--- src/rtl/serial_subtractor_pkg.sv ---
// rtl/serial_subtractor_pkg.sv - shared constants, state encoding and sizing helper for serial_subtractor
package serial_subtractor_pkg;

    localparam int DEFAULT_WIDTH = 6;

    typedef enum logic [1:0] {
        ST_IDLE = 2'd0,
        ST_RUN  = 2'd1,
        ST_DONE = 2'd2
    } state_t;

    // Bit counter must be able to hold the value WIDTH.
    function automatic int cnt_width(input int width);
        return $clog2(width + 1);
    endfunction

endpackage

--- src/rtl/serial_subtractor_full_subtractor.sv ---
// rtl/serial_subtractor_full_subtractor.sv - combinational 1-bit full-subtractor cell (x - y - bi)
module full_subtractor (
    input  logic x,
    input  logic y,
    input  logic bi,
    output logic d,
    output logic bo
);

    // Difference bit and borrow-out; same cell can be unrolled into a ripple subtractor.
    always_comb begin
        d  = x ^ y ^ bi;
        bo = (~x & y) | (~(x ^ y) & bi);
    end

endmodule

--- src/rtl/serial_subtractor.sv ---
// rtl/serial_subtractor.sv - bit-serial LSB-first A-B-Bin subtractor; SERIAL_SUB_OVF_EN adds signed overflow output ovf
module serial_subtractor
    import serial_subtractor_pkg::*;
#(
    parameter int WIDTH = DEFAULT_WIDTH
) (
    input  logic             clk,
    input  logic             rst_n,
    input  logic             start,
    input  logic [WIDTH-1:0] a,
    input  logic [WIDTH-1:0] b,
    input  logic             bin,
    output logic             busy,
    output logic             done,
    output logic [WIDTH-1:0] diff,
    output logic             bout
`ifdef SERIAL_SUB_OVF_EN
    ,
    output logic             ovf
`endif
);

    localparam int CW = cnt_width(WIDTH);

    state_t           state;
    state_t           state_next;
    logic             load;
    logic             last;

    logic [WIDTH-1:0] a_sr;
    logic [WIDTH-1:0] b_sr;
    // Holds the WIDTH-1 most recent result bits; the newest bit completes the word.
    logic [WIDTH-2:0] res_sr;
    logic [WIDTH-1:0] res_next;
    logic             br;
    logic [CW-1:0]    cnt;

    logic             cell_d;
    logic             cell_bo;

`ifdef SERIAL_SUB_OVF_EN
    logic             a_msb;
    logic             b_msb;
`endif

    full_subtractor u_cell (
        .x  (a_sr[0]),
        .y  (b_sr[0]),
        .bi (br),
        .d  (cell_d),
        .bo (cell_bo)
    );

    assign res_next = {cell_d, res_sr};
    assign last     = (cnt == CW'(WIDTH - 1));
    assign busy     = (state == ST_RUN);
    assign done     = (state == ST_DONE);

    // State register.
    always_ff @(posedge clk or negedge rst_n) begin
        if (!rst_n) begin
            state <= ST_IDLE;
        end else begin
            state <= state_next;
        end
    end

    // Next-state decode; a new op is accepted from IDLE or directly out of DONE.
    always_comb begin
        state_next = state;
        load       = 1'b0;
        case (state)
            ST_IDLE: begin
                if (start) begin
                    state_next = ST_RUN;
                    load       = 1'b1;
                end
            end
            ST_RUN: begin
                if (last) begin
                    state_next = ST_DONE;
                end
            end
            ST_DONE: begin
                if (start) begin
                    state_next = ST_RUN;
                    load       = 1'b1;
                end else begin
                    state_next = ST_IDLE;
                end
            end
            default: begin
                state_next = ST_IDLE;
            end
        endcase
    end

    // Operand load, one bit per clock while running, result capture on the last bit.
    always_ff @(posedge clk or negedge rst_n) begin
        if (!rst_n) begin
            a_sr   <= '0;
            b_sr   <= '0;
            res_sr <= '0;
            br     <= 1'b0;
            cnt    <= '0;
            diff   <= '0;
            bout   <= 1'b0;
`ifdef SERIAL_SUB_OVF_EN
            a_msb  <= 1'b0;
            b_msb  <= 1'b0;
            ovf    <= 1'b0;
`endif
        end else if (load) begin
            a_sr   <= a;
            b_sr   <= b;
            res_sr <= '0;
            br     <= bin;
            cnt    <= '0;
`ifdef SERIAL_SUB_OVF_EN
            a_msb  <= a[WIDTH-1];
            b_msb  <= b[WIDTH-1];
`endif
        end else if (state == ST_RUN) begin
            a_sr   <= a_sr >> 1;
            b_sr   <= b_sr >> 1;
            res_sr <= res_next[WIDTH-1:1];
            br     <= cell_bo;
            cnt    <= cnt + CW'(1);
            if (last) begin
                diff <= res_next;
                bout <= cell_bo;
`ifdef SERIAL_SUB_OVF_EN
                ovf  <= (a_msb != b_msb) && (cell_d != a_msb);
`endif
            end
        end
    end

endmodule
--- config.mk ---
export PLATFORM = sky130hd
export DESIGN_NAME = serial_subtractor
export DESIGN_NICKNAME = d
export VERILOG_FILES = /design/src/rtl/serial_subtractor_pkg.sv /design/src/rtl/serial_subtractor_full_subtractor.sv /design/src/rtl/serial_subtractor.sv
export SDC_FILE = /design/constraint.sdc
export NUM_CORES = 1
export LEC_CHECK = 0
export BUFFER_PORTS_ARGS = -buffer_cell sky130_fd_sc_hd__buf_4
export CAP_MARGIN = 30
export CORE_ASPECT_RATIO = 1.25
export CORE_UTILIZATION = 50
export CTS_BUF_LIST = sky130_fd_sc_hd__clkbuf_8 sky130_fd_sc_hd__clkbuf_16
export CTS_CLUSTER_DIAMETER = 40
export DETAILED_ROUTE_END_ITERATION = 6
export PLACE_DENSITY = 0.75
export SLEW_MARGIN = 25
export SYNTH_ARGS = -nofsm -noshare
export SYNTH_HDL_FRONTEND = slang
export SYNTH_HIERARCHICAL = 1
export SYNTH_SLANG_ARGS = --single-unit
--- constraint.sdc ---
create_clock -name clk -period 1.7 [get_ports clk]
set_clock_uncertainty 0.2 [all_clocks]
set_input_delay 0.085 -clock clk [delete_from_list [all_inputs] [get_ports clk]]
set_output_delay 0.085 -clock clk [all_outputs]
set_load 0.05 [all_outputs]
==> results.txt <==
----------------------------------------------------
[Timing]
  Minimum clock period after layout ... between 1500 and 2000 ps
  Final count of pins violating max slew ... 0
  Final worst path period share ... 0.9865
  Total negative slack ... 0 ps
  Measured slew at the worst slew-check pin ... 508.6 ps
  Number of endpoints with negative hold slack in the final report ... 0
  Final setup viols ... 0
  FMAX ... ~0.6 GHz
  Setup repair after global routing missed its margin ... yes
  Worst rel slew slack ... 0.6597

[Floorplan]
  Initial cell density of the core ... 0.5314
  Total I/O pin count ... 25
  Die area ... between 0.003 and 0.004 mm²
  Site Rows ... 22
  Horizontal extent of the die ... between 50 and 60 µm
  Core outline area ... about 0.003 mm²
  Vertical die dimension ... ~65 µm

[Clocking]
  Cell chosen for the clock root ... sky130_fd_sc_hd__clkbuf_8
  Clock tree buffer depth ... 2
  Clock sinks ... 30
  Clock transition time at the flip-flop clock pins of the worst setup and hold paths ... roughly 60 ps
  CTS tree ... built
  # resized after CTS ... 0
  Clock latency at the later pin of the worst-skew pair ... 280 ps
  CTS buffer count ... 5
  H-tree levels ... 2

[Run]
  Maximum Capacitance Violations ... 0

[Synthesis]
  Mean post-synth cell area ... 13.38 µm²
  Netlist area before placement ... roughly 0.0016 mm²
  Yosys Warn Count ... 6
  Post-synth top area share ... 0.4796
  Count of distinct cell types in the synthesized netlist ... 26
  Cell count after synthesis ... approximately 120
  Cell types with the largest area share after synthesis ... sky130_fd_sc_hd__dfrtp_1 48%, sky130_fd_sc_hd__mux2i_1 22%, sky130_fd_sc_hd__mux2_2 7.2%, sky130_fd_sc_hd__a22o_1 3.4%, sky130_fd_sc_hd__mux2_4 1.9%
  Synthesized Nets ... 136
  Flip-flop and latch count after synthesis ... 30
  Sequential cell area fraction in the yosys report ... 0.4796
  Post-synthesis cell type with the largest combined area ... sky130_fd_sc_hd__dfrtp_1

[Detailed routing]
  Routed Antenna Nets ... 0
  Via density per instance ... roughly 5.3
  DR DRC count ... 0
  Starting DRC count in detailed routing ... 15
  Number of vias in the routed layout ... between 1k and 1.5k
  Average wire per standard cell ... ~15 µm
  First-pass iteration count of the detailed router ... 4
  Final wirelength ... about 3000 µm

[GRT]
  Vias in the first global route ... 1197
  Global-route usage over all layers ... 0.2136
  GR Overflow Total ... 0
  Maximum number of pins on one net before global-route repair ... 31
  First-pass GRT wire length ... approximately 5200 µm
  Number of antenna violations at the first check in global routing ... 0

[Min path]
  Hold WC Path Type ... input port to async pin

[Pwr]
  Power per unit of standard cell area ... roughly 1800 mW/mm²
  Worst IR Drop VDD ... approximately 1100 µV
  Leak Pwr ... 1.020 nW

[Critical path]
  Required arrival time at the worst endpoint ... between 1500 and 2000 ps
  Kind of cell adding the most delay to the critical path ... adder cells
  Top fanout value on the critical path ... 3
  Crit path buffers/inverters ... 1
  Crit path capture type ... register
  Crit path max-delay cell type ... sky130_fd_sc_hd__fa_1
  Number of cells traversed by the worst register-to-register path ... 4
  Capturing point of the worst reg2reg path ... res_sr[4]$_DFFE_PN0P_
  FF-to-FF setup slack ... approximately 23 ps
  Critical-path cell list ... inv_1, fa_1, mux2_2, a22o_1
  Arrival time reported for the critical path endpoint ... about 1600 ps
  Type of element launching the critical path ... register
  Worst R2R Start ... b_sr[0]$_DFFE_PN0P_
  Crit path kind ... register to register
  Largest incremental delay on the critical path ... about 430 ps

[Place]
  Area after DPL ... about 0.0018 mm²
  Placed cell count ... between 150 and 200
  Weighted congestion reported at the end of routability-driven placement ... 0.7300
  Post-detailed-placement half-perimeter wirelength ... approximately 1900 µm
  Number of port buffers ... 24

[Finish]
  Post-route cell area ... slightly above 0.002 mm²
  Cell Count, Final, Fillers Out ... ~200
  Area delta synth->final ... 30.22%
  Fraction of final layout cells sized beyond drive strength 1 ... 0.3333
  Most used cells in the layout excluding fill and tap cells ... 35 x sky130_fd_sc_hd__mux2i_1, 32 x sky130_fd_sc_hd__buf_4, 30 x sky130_fd_sc_hd__dfrtp_1
  Most common library cell in the layout ignoring fill and taps ... sky130_fd_sc_hd__mux2i_1
  Antenna diode count ... 0
  Net total in the final layout ... 181

[Outcome]
  Run status ... finished clean

----------------------------------------------------
[layout make-up]
type,count,area (µm²)
clock inverters,1,30.03
repair buffers,46,380.4
well taps,36,45.04
inverters,5,18.77
flip-flops and latches,30,750.7
multi-input cells,74,730.7
clock buffers,6,82.58
fillers,223,907.1
[worst reg2reg max path: stages, from the launching register on]
cell and delay (ps):
sky130_fd_sc_hd__dfrtp_1 400, sky130_fd_sc_hd__inv_1 80, sky130_fd_sc_hd__fa_1 430, sky130_fd_sc_hd__mux2_2 290, sky130_fd_sc_hd__a22o_1 180
[flip-flops by register name, summed over array words and instances (netlist names)]
name and cells:
a_sr 6, b_sr 6, bout 1, br 1, cnt 3, diff 6
res_sr 5, state 2
[cells in the mapped netlist, drive strengths merged]
| cell | instances |
|---|---|
| or3b | 1 |
| nand2 | 1 |
| mux2 | 12 |
| a21o | 1 |
| buf | 8 |
| fa | 1 |
| mux2i | 35 |
| ha | 2 |
| nor4bb | 1 |
| a22o | 6 |
| dfrtp | 30 |
| a221o | 1 |
| nor2 | 1 |
| xnor2 | 1 |
| nor2b | 3 |
| nand3 | 2 |
| nand4b | 1 |
| nand2b | 1 |
| o31ai | 1 |
| inv | 5 |
| o21ai | 2 |
| and2 | 1 |
[through the flow]
stage	worst slack (ps)	utilization	power (mW)	hold WS (ps)
after CTS	19.48	0.6895	3.642	76.41
after floorplan	88.66	-	2.458	-410.6
after global placement	65.69	0.6011	2.766	-168.6
after detailed placement	27.93	0.6011	2.840	-164.5
after global routing	-43.54	0.6920	3.878	98.15
final	22.90	0.6920	3.619	67.74
[routing by layer]
layer | vias to the layer above | GRT usage | wire, µm
met1 | 524 | 0.2424 | 1297
met5 | - | 0 | 0
li1 | 511 | - | -
met2 | 20 | 0.3622 | 1522
met4 | 0 | 0.08108 | 19
met3 | 2 | 0.07042 | 88
[power by group]
part	total [mW]	internal, mW	switching, mW
clock	0.722	0.468	0.254
sequential	1.29	1.02	0.263
combinational	1.61	0.781	0.828
[worst max path at each step]
stage / start / endpoint / slack [ps] / cells past startpoint
after floorplan: b_sr[0]$_DFFE_PN0P_ / res_sr[4]$_DFFE_PN0P_ / 90 / 4
after global placement: b_sr[0]$_DFFE_PN0P_ / res_sr[4]$_DFFE_PN0P_ / 70 / 4
after detailed placement: b_sr[0]$_DFFE_PN0P_ / res_sr[4]$_DFFE_PN0P_ / 30 / 4
after CTS: b_sr[0]$_DFFE_PN0P_ / res_sr[4]$_DFFE_PN0P_ / 20 / 4
after global routing: br$_DFFE_PN0P_ / res_sr[4]$_DFFE_PN0P_ / -40 / 4
final: b_sr[0]$_DFFE_PN0P_ / res_sr[4]$_DFFE_PN0P_ / 20 / 4
[timing repair]
item	in CTS	in global routing
buffers inserted	1	1
hold buffers	14	0
gates cloned	0	0
pin swaps	1	0
hold endpoints to repair	43	0
endpoints found under the setup margin	1	1
[cell families (layout without fill, tap and decap cells)]
family	after synthesis	in the layout	share of synthesized area
muxes	47	47	0.3150
buffers and inverters	13	58	0.05675
DFF	30	30	0.4796
xor gates and xnor gates	1	1	0.005597
AOI/OAI and AO/OA	11	11	0.05596
adders and majority gates	3	3	0.02877
and+or+nand+nor	12	12	0.05835
No activity file was read; power rests on OpenSTA's default activity.
